===== config.mk =====
export PLATFORM = sky130hd
export DESIGN_NAME = fpu_add_sub_aligner
export DESIGN_NICKNAME = d
export VERILOG_FILES = /design/src/rtl/fpu_pkg.sv /design/src/rtl/fpu_sticky_shifter.sv /design/src/rtl/fpu_add_sub_aligner.sv
export SDC_FILE = /design/constraint.sdc
export NUM_CORES = 1
export LEC_CHECK = 0
export BUFFER_PORTS_ARGS = -buffer_cell sky130_fd_sc_hd__buf_4
export CAP_MARGIN = 20
export CELL_PAD_IN_SITES_DETAIL_PLACEMENT = 1
export CELL_PAD_IN_SITES_GLOBAL_PLACEMENT = 1
export CORE_UTILIZATION = 34
export CTS_CLUSTER_DIAMETER = 80
export CTS_CLUSTER_SIZE = 40
export DETAILED_ROUTE_END_ITERATION = 7
export GPL_TIMING_DRIVEN = 0
export PLACE_DENSITY_LB_ADDON = 0.15
export SYNTH_ARGS = -nofsm -noshare
export SYNTH_HDL_FRONTEND = slang
export SYNTH_HIERARCHICAL = 1
export SYNTH_SLANG_ARGS = --single-unit
export TNS_END_PERCENT = 5

===== constraint.sdc =====
create_clock -name clock -period 0.87 [get_ports clock]
set_clock_uncertainty 0.15 [all_clocks]
set_input_delay 0.087 -clock clock [delete_from_list [all_inputs] [get_ports clock]]
set_output_delay 0.087 -clock clock [all_outputs]
set_load 0.01 [all_outputs]

===== src/rtl/fpu_pkg.sv =====
// Shared fp16 types and field widths for the FPU add/sub datapath.
package fpu_pkg;

    localparam int unsigned EXP_W  = 5;
    localparam int unsigned MANT_W = 10;
    localparam int unsigned SIG_W  = 11;

    typedef struct packed {
        logic              sign;
        logic [EXP_W-1:0]  exp;
        logic [MANT_W-1:0] mant;
    } fp16_t;

endpackage


===== src/rtl/fpu_sticky_shifter.sv =====
// Combinational right shifter for significand alignment, with optional guard/round/sticky
// collection (enabled by FPU_ALIGN_GRS_EN).
module fpu_sticky_shifter
    import fpu_pkg::*;
(
    input  logic [SIG_W-1:0] sig_i,
    input  logic [EXP_W-1:0] shamt_i,
`ifdef FPU_ALIGN_GRS_EN
    output logic [2:0]       grs_o,
`endif
    output logic [SIG_W-1:0] sig_o
);

    // Enough zero padding that any 5-bit shift lands every significand bit below the LSB.
    localparam int unsigned PadW  = (1 << EXP_W) - 1;
    localparam int unsigned WideW = SIG_W + PadW;

    logic [WideW-1:0] wide;

    always_comb begin
        wide  = {sig_i, {PadW{1'b0}}} >> shamt_i;
        sig_o = wide[PadW +: SIG_W];
    end

`ifdef FPU_ALIGN_GRS_EN
    always_comb begin
        grs_o = {wide[PadW-1], wide[PadW-2], |wide[PadW-3:0]};
    end
`else
    logic unused_low;
    assign unused_low = ^wide[PadW-1:0];
`endif

endmodule


===== src/rtl/fpu_add_sub_aligner.sv =====
// Aligns the smaller fp16 operand to the larger operand's exponent, one-cycle registered.
// Optional grs output is enabled by FPU_ALIGN_GRS_EN.
module fpu_add_sub_aligner
    import fpu_pkg::*;
(
    input  logic  clock,
    input  logic  reset_n,
    input  logic  inValid,
    input  fp16_t largeNum,
    input  fp16_t smallNum,
    output logic  outValid,
`ifdef FPU_ALIGN_GRS_EN
    output fp16_t alignedSmallNum,
    output logic [2:0] grs
`else
    output fp16_t alignedSmallNum
`endif
);

    logic [EXP_W-1:0] shamt;
    logic [SIG_W-1:0] sig_in;
    logic [SIG_W-1:0] sig_shifted;
    fp16_t            aligned_d, aligned_q;
    logic             valid_q;

    // Raw exponent difference; subnormals deliberately keep exponent 0.
    always_comb begin
        shamt  = (largeNum.exp > smallNum.exp) ? (largeNum.exp - smallNum.exp) : '0;
        sig_in = {|smallNum.exp, smallNum.mant};
    end

`ifdef FPU_ALIGN_GRS_EN
    logic [2:0] grs_d, grs_q;

    fpu_sticky_shifter u_shifter (
        .sig_i   (sig_in),
        .shamt_i (shamt),
        .grs_o   (grs_d),
        .sig_o   (sig_shifted)
    );

    always_ff @(posedge clock or negedge reset_n) begin
        if (!reset_n) begin
            grs_q <= '0;
        end else if (inValid) begin
            grs_q <= grs_d;
        end
    end

    assign grs = grs_q;
`else
    fpu_sticky_shifter u_shifter (
        .sig_i   (sig_in),
        .shamt_i (shamt),
        .sig_o   (sig_shifted)
    );
`endif

    always_comb begin
        aligned_d      = '0;
        aligned_d.sign = smallNum.sign;
        aligned_d.exp  = largeNum.exp;
        aligned_d.mant = sig_shifted[MANT_W-1:0];
    end

    always_ff @(posedge clock or negedge reset_n) begin
        if (!reset_n) begin
            valid_q   <= 1'b0;
            aligned_q <= '0;
        end else begin
            valid_q <= inValid;
            if (inValid) begin
                aligned_q <= aligned_d;
            end
        end
    end

    assign outValid        = valid_q;
    assign alignedSmallNum = aligned_q;

    // largeNum's sign and the shifted hidden bit never reach an output.
    logic unused_bits;
    assign unused_bits = largeNum.sign ^ sig_shifted[SIG_W-1];

endmodule


---- After elaboration in Yosys (flattened, before gate mapping) ----
Index checks and enable logic that the tools add are counted.
cells by class
  add/subtract/negate cells ............... 1
  $lt $le $gt $ge ......................... 1
  shifts and indexed selects .............. 1
  multiplexer cells ....................... 1
  reduce and logical (&&, ||, !) cells .... 1
operators with widths
  cell             number
  $shr 42x5->41    1
  $gt 5x5->1       1
  $mux 5           1
  $reduce_or 5->1  1
  $sub 5x5->5      1
word-level totals
  flip-flop bits (word level) ............. 17
  bits of input ports ..................... 35

---- Depth between registers and ports, before layout ----
  depth in word-level cells ............... 3
  mapped depth ............................ 12
  depth with buffers taken out ............ 12

---- Cells and area by module ----
The synthesis kept the hierarchy.
by module, submodules not included
  module               instances  cells each  area an instance (um^2)  seq. area each (um^2)
  fpu_add_sub_aligner  1          82          939.7                    425.4
  fpu_sticky_shifter   1          43          471.7                    0.0

---- Least setup slack after synthesis ----
No wires, ideal clock.
  path kind ............................... in2reg
  from .................................... input port smallNum[12] in the netlist's numbering
  to ...................................... register aligned_q, in the netlist alignedSmallNum[0]
  arrival ................................. 2.518 ns
  setup slack ............................. -1.923 ns
  stages .................................. 12
  cell sequence ........................... inv_1 -> ha_1 -> buf_6 -> nand3b_1 -> nand2_2 -> nand2_1 -> a211oi_1 -> buf_6 -> mux4_1 -> a22oi_1 -> o21ai_1 -> mux2_2
on the way
  word-level cells in the longest chain between the ends .. 3
  elaborated cells on any way between the ends .. 5
  those cells by class .................... add/sub (1); order compare (1); shift (1); mux (1); reduce/logical (1)
RTL lines
  element                 line                       source
  start: declaration      fpu_add_sub_aligner.sv:10  input fp16_t smallNum,
  $gt 5x5->1              fpu_add_sub_aligner.sv:28  shamt = (largeNum.exp > smallNum.exp) ? (largeNum.exp - smallNum.exp) : '0;
  $mux 5                  fpu_add_sub_aligner.sv:28
  via shamt[0]            fpu_add_sub_aligner.sv:20  logic [EXP_W-1:0] shamt;
  $shr 42x5->41           fpu_sticky_shifter.sv:21   wide = {sig_i, {PadW{1'b0}}} >> shamt_i;
  via sig_shifted[0]      fpu_add_sub_aligner.sv:22  logic [SIG_W-1:0] sig_shifted;
  end signal: assignment  fpu_add_sub_aligner.sv:73  aligned_q <= aligned_d;
  end: declaration        fpu_add_sub_aligner.sv:23  fp16_t aligned_d, aligned_q;
The timed path passes the listed nets, and every way through them passes these cells.
A chain may end at the register's enable or synchronous reset.

---- Worst setup path in the final report ----
  from .................................... input port largeNum[11] in the netlist's numbering
  to ...................................... register aligned_q, in the netlist alignedSmallNum[0]
on the way
  word-level cells in the longest chain between the ends .. 3
  elaborated cells on any way between the ends .. 4
  those cells by class .................... add/sub (1); order compare (1); shift (1); mux (1)
RTL lines
  element             line                       source
  start: declaration  fpu_add_sub_aligner.sv:9   input fp16_t largeNum,
  $gt 5x5->1          fpu_add_sub_aligner.sv:28
  $mux 5              fpu_add_sub_aligner.sv:28
  via shamt[0]        fpu_add_sub_aligner.sv:20
  $shr 42x5->41       fpu_sticky_shifter.sv:21
  via sig_shifted[0]  fpu_add_sub_aligner.sv:22
The timed path passes the listed nets, and every way through them passes these cells.

==> results.ini <==
[hold_path]
worstHoldStart=smallNum[15]
worstHoldPathType=primary input to flop

[route]
drt-initial-drc-count=46
vias=1258
wirelength_um=3990
dr.pass1.iters=4
drcViolationCount=0
wl_per_cell_um=17.0
viasPerCell=5.35
postRouteAntennaNets=0

[setup_path]
critPathLaunchType=primary input
r2r_slack_ps=-70
worstPathArrival_ps=2310
worst-setup-path-type=primary input to flop
worstRegToRegCells=1
crit_fanout=8
worst_ep_required_time_ps=850
endpoint=alignedSmallNum[0]
reg2reg_to=alignedSmallNum[0]
cp-startpoint=largeNum[11]
critPathCaptureType=flop
reg2reg_from=alignedSmallNum[0]

[grt]
antenna_found_initial=0
first_global_vias=1307
grt_overflow_total=0
grt_pass1_wl_um=6310
globalRouteTotalUtil=0.192
grt_max_degree=18

[sta]
fin_crit_sh=2.68
hold_ws_ps=-73.0
finalCriticalPeriod_ps=2330
tightestPinTransition_ps=426
slew_violations=0
rsz0062_at_grt=yes
finalHoldViolCount=6
fin_ws_ps=-1460
clock.fmax_ghz=0.430
setup_viol=33
max_slew_margin=0.715

[clock_network]
clockBufferDepth=2
cts-root-buf=clkbuf_8
cts.reportedPaths.clkPinSlew_ps=60
cts_hold_buf=2
cts_sinks=17
htree_levels=1
cts_tree=done
clk_latency_ps=240
cts_buffers=3

[floorplanning]
ios=52
dieWidth_um=66.3
dieArea_um2=4400
start_util=0.352
coreArea_um2=4000
fp.dieH_um=66.3
placementRows=23

[finish]
antenna_cells=0
finalNonFillerCells=235
syn2layout_area_growth_pct=56.6
final_cell_mix=39 x buf_4, 18 x buf_6, 17 x dfrtp_1
fin_nets=227
nFillCells=430
layout-drive-gt1-share=0.659
final_common_cell=buf_4

[placed_design]
dp.cells=214
dp_hpwl_um=2810
gp_congestion=0.809
io_buffers=40

[power]
p_leak_nw=0.931
ir_drop_mv=1.01
pwr_density_cell_nw_per_um2=1590
power_mw=3.50

[synth]
postSynthAreaPerCell_um2=11.4
yosys_warnings=6
synthesis.nets=165
syn_area_um2=1410
synthCells=124

[flow_run]
maxCapViolations=0

[status]
violations=hold timing, setup timing
status=complete, but fails checks

-- area by class of cell --
class | count | area (um2) | share of cell area
Inverter | 6 | 40.0 | 0.0182
Buffer | 6 | 47.5 | 0.0216
Clock buffer | 4 | 45.0 | 0.0204
Tap cell | 50 | 62.6 | 0.0284
Multi-Input combinational cell | 94 | 1070 | 0.484
Sequential cell | 17 | 425 | 0.193
Timing Repair Buffer | 58 | 517 | 0.234
-- where the power goes --
part,total (mW),internal (mW),switching [mW],leakage [nW]
Clock,0.575,0.324,0.251,0.0228
Sequential,1.08,0.958,0.117,0.207
Combinational,1.85,1.07,0.775,0.701
-- state kept, by name (all words and copies together) (netlist names) --
name,flops
outValid,1
alignedSmallNum,16
-- worst min-delay path by stage --
| stage | slack (ps) | endpoint | cells after the start |
|---|---|---|---|
| 6_report | -70 | alignedSmallNum[15] | 2 |
| 3_5_place_dp | -190 | alignedSmallNum[5] | 1 |
| 3_3_place_gp | -190 | alignedSmallNum[5] | 1 |
| 5_1_grt | -70 | alignedSmallNum[15] | 2 |
| 4_1_cts | -80 | alignedSmallNum[15] | 2 |
| 2_1_floorplan | -360 | alignedSmallNum[0] | 0 |
-- stage by stage --
step	setup TNS, ps	setup WS, ps	utilization	hold WS (ps)	cell area (um2)
6_report	-16420	-1460	0.551	-73.0	2200
5_1_grt	-18050	-1550	0.551	-70.2	2200
4_1_cts	-16210	-1440	0.541	-76.0	2160
3_5_place_dp	-20610	-2110	0.451	-187	1810
3_3_place_gp	-20140	-2090	0.451	-193	1810
2_1_floorplan	-15620	-1630	-	-359	1440
-- what timing repair did --
item | CTS | global route
pin swaps | 14 | 8
endpoints found under the hold margin | 24 | 6
setup endpoints to repair | 33 | 33
gates resized for setup | 50 | 6
buffers inserted | 14 | 2
-- layer usage --
layer,share of wire,track usage,up-vias
li1,-,-,586
met1,0.40,0.233,638
met2,0.55,0.358,32
met3,0.036,0.0345,2
met4,0.0053,0.0266,0
met5,0,0,-
-- critical path, stage by stage --
cell and delay [ps]:
buf_4 130, ha_4 260, nand3b_1 90, nand2_2 130, nand2_4 70, a211oi_4 280, buf_6 190, mux4_2 510
a22oi_2 190, o21ai_1 90, mux2_4 270
Note: power is estimated with default switching activity, not from simulation.
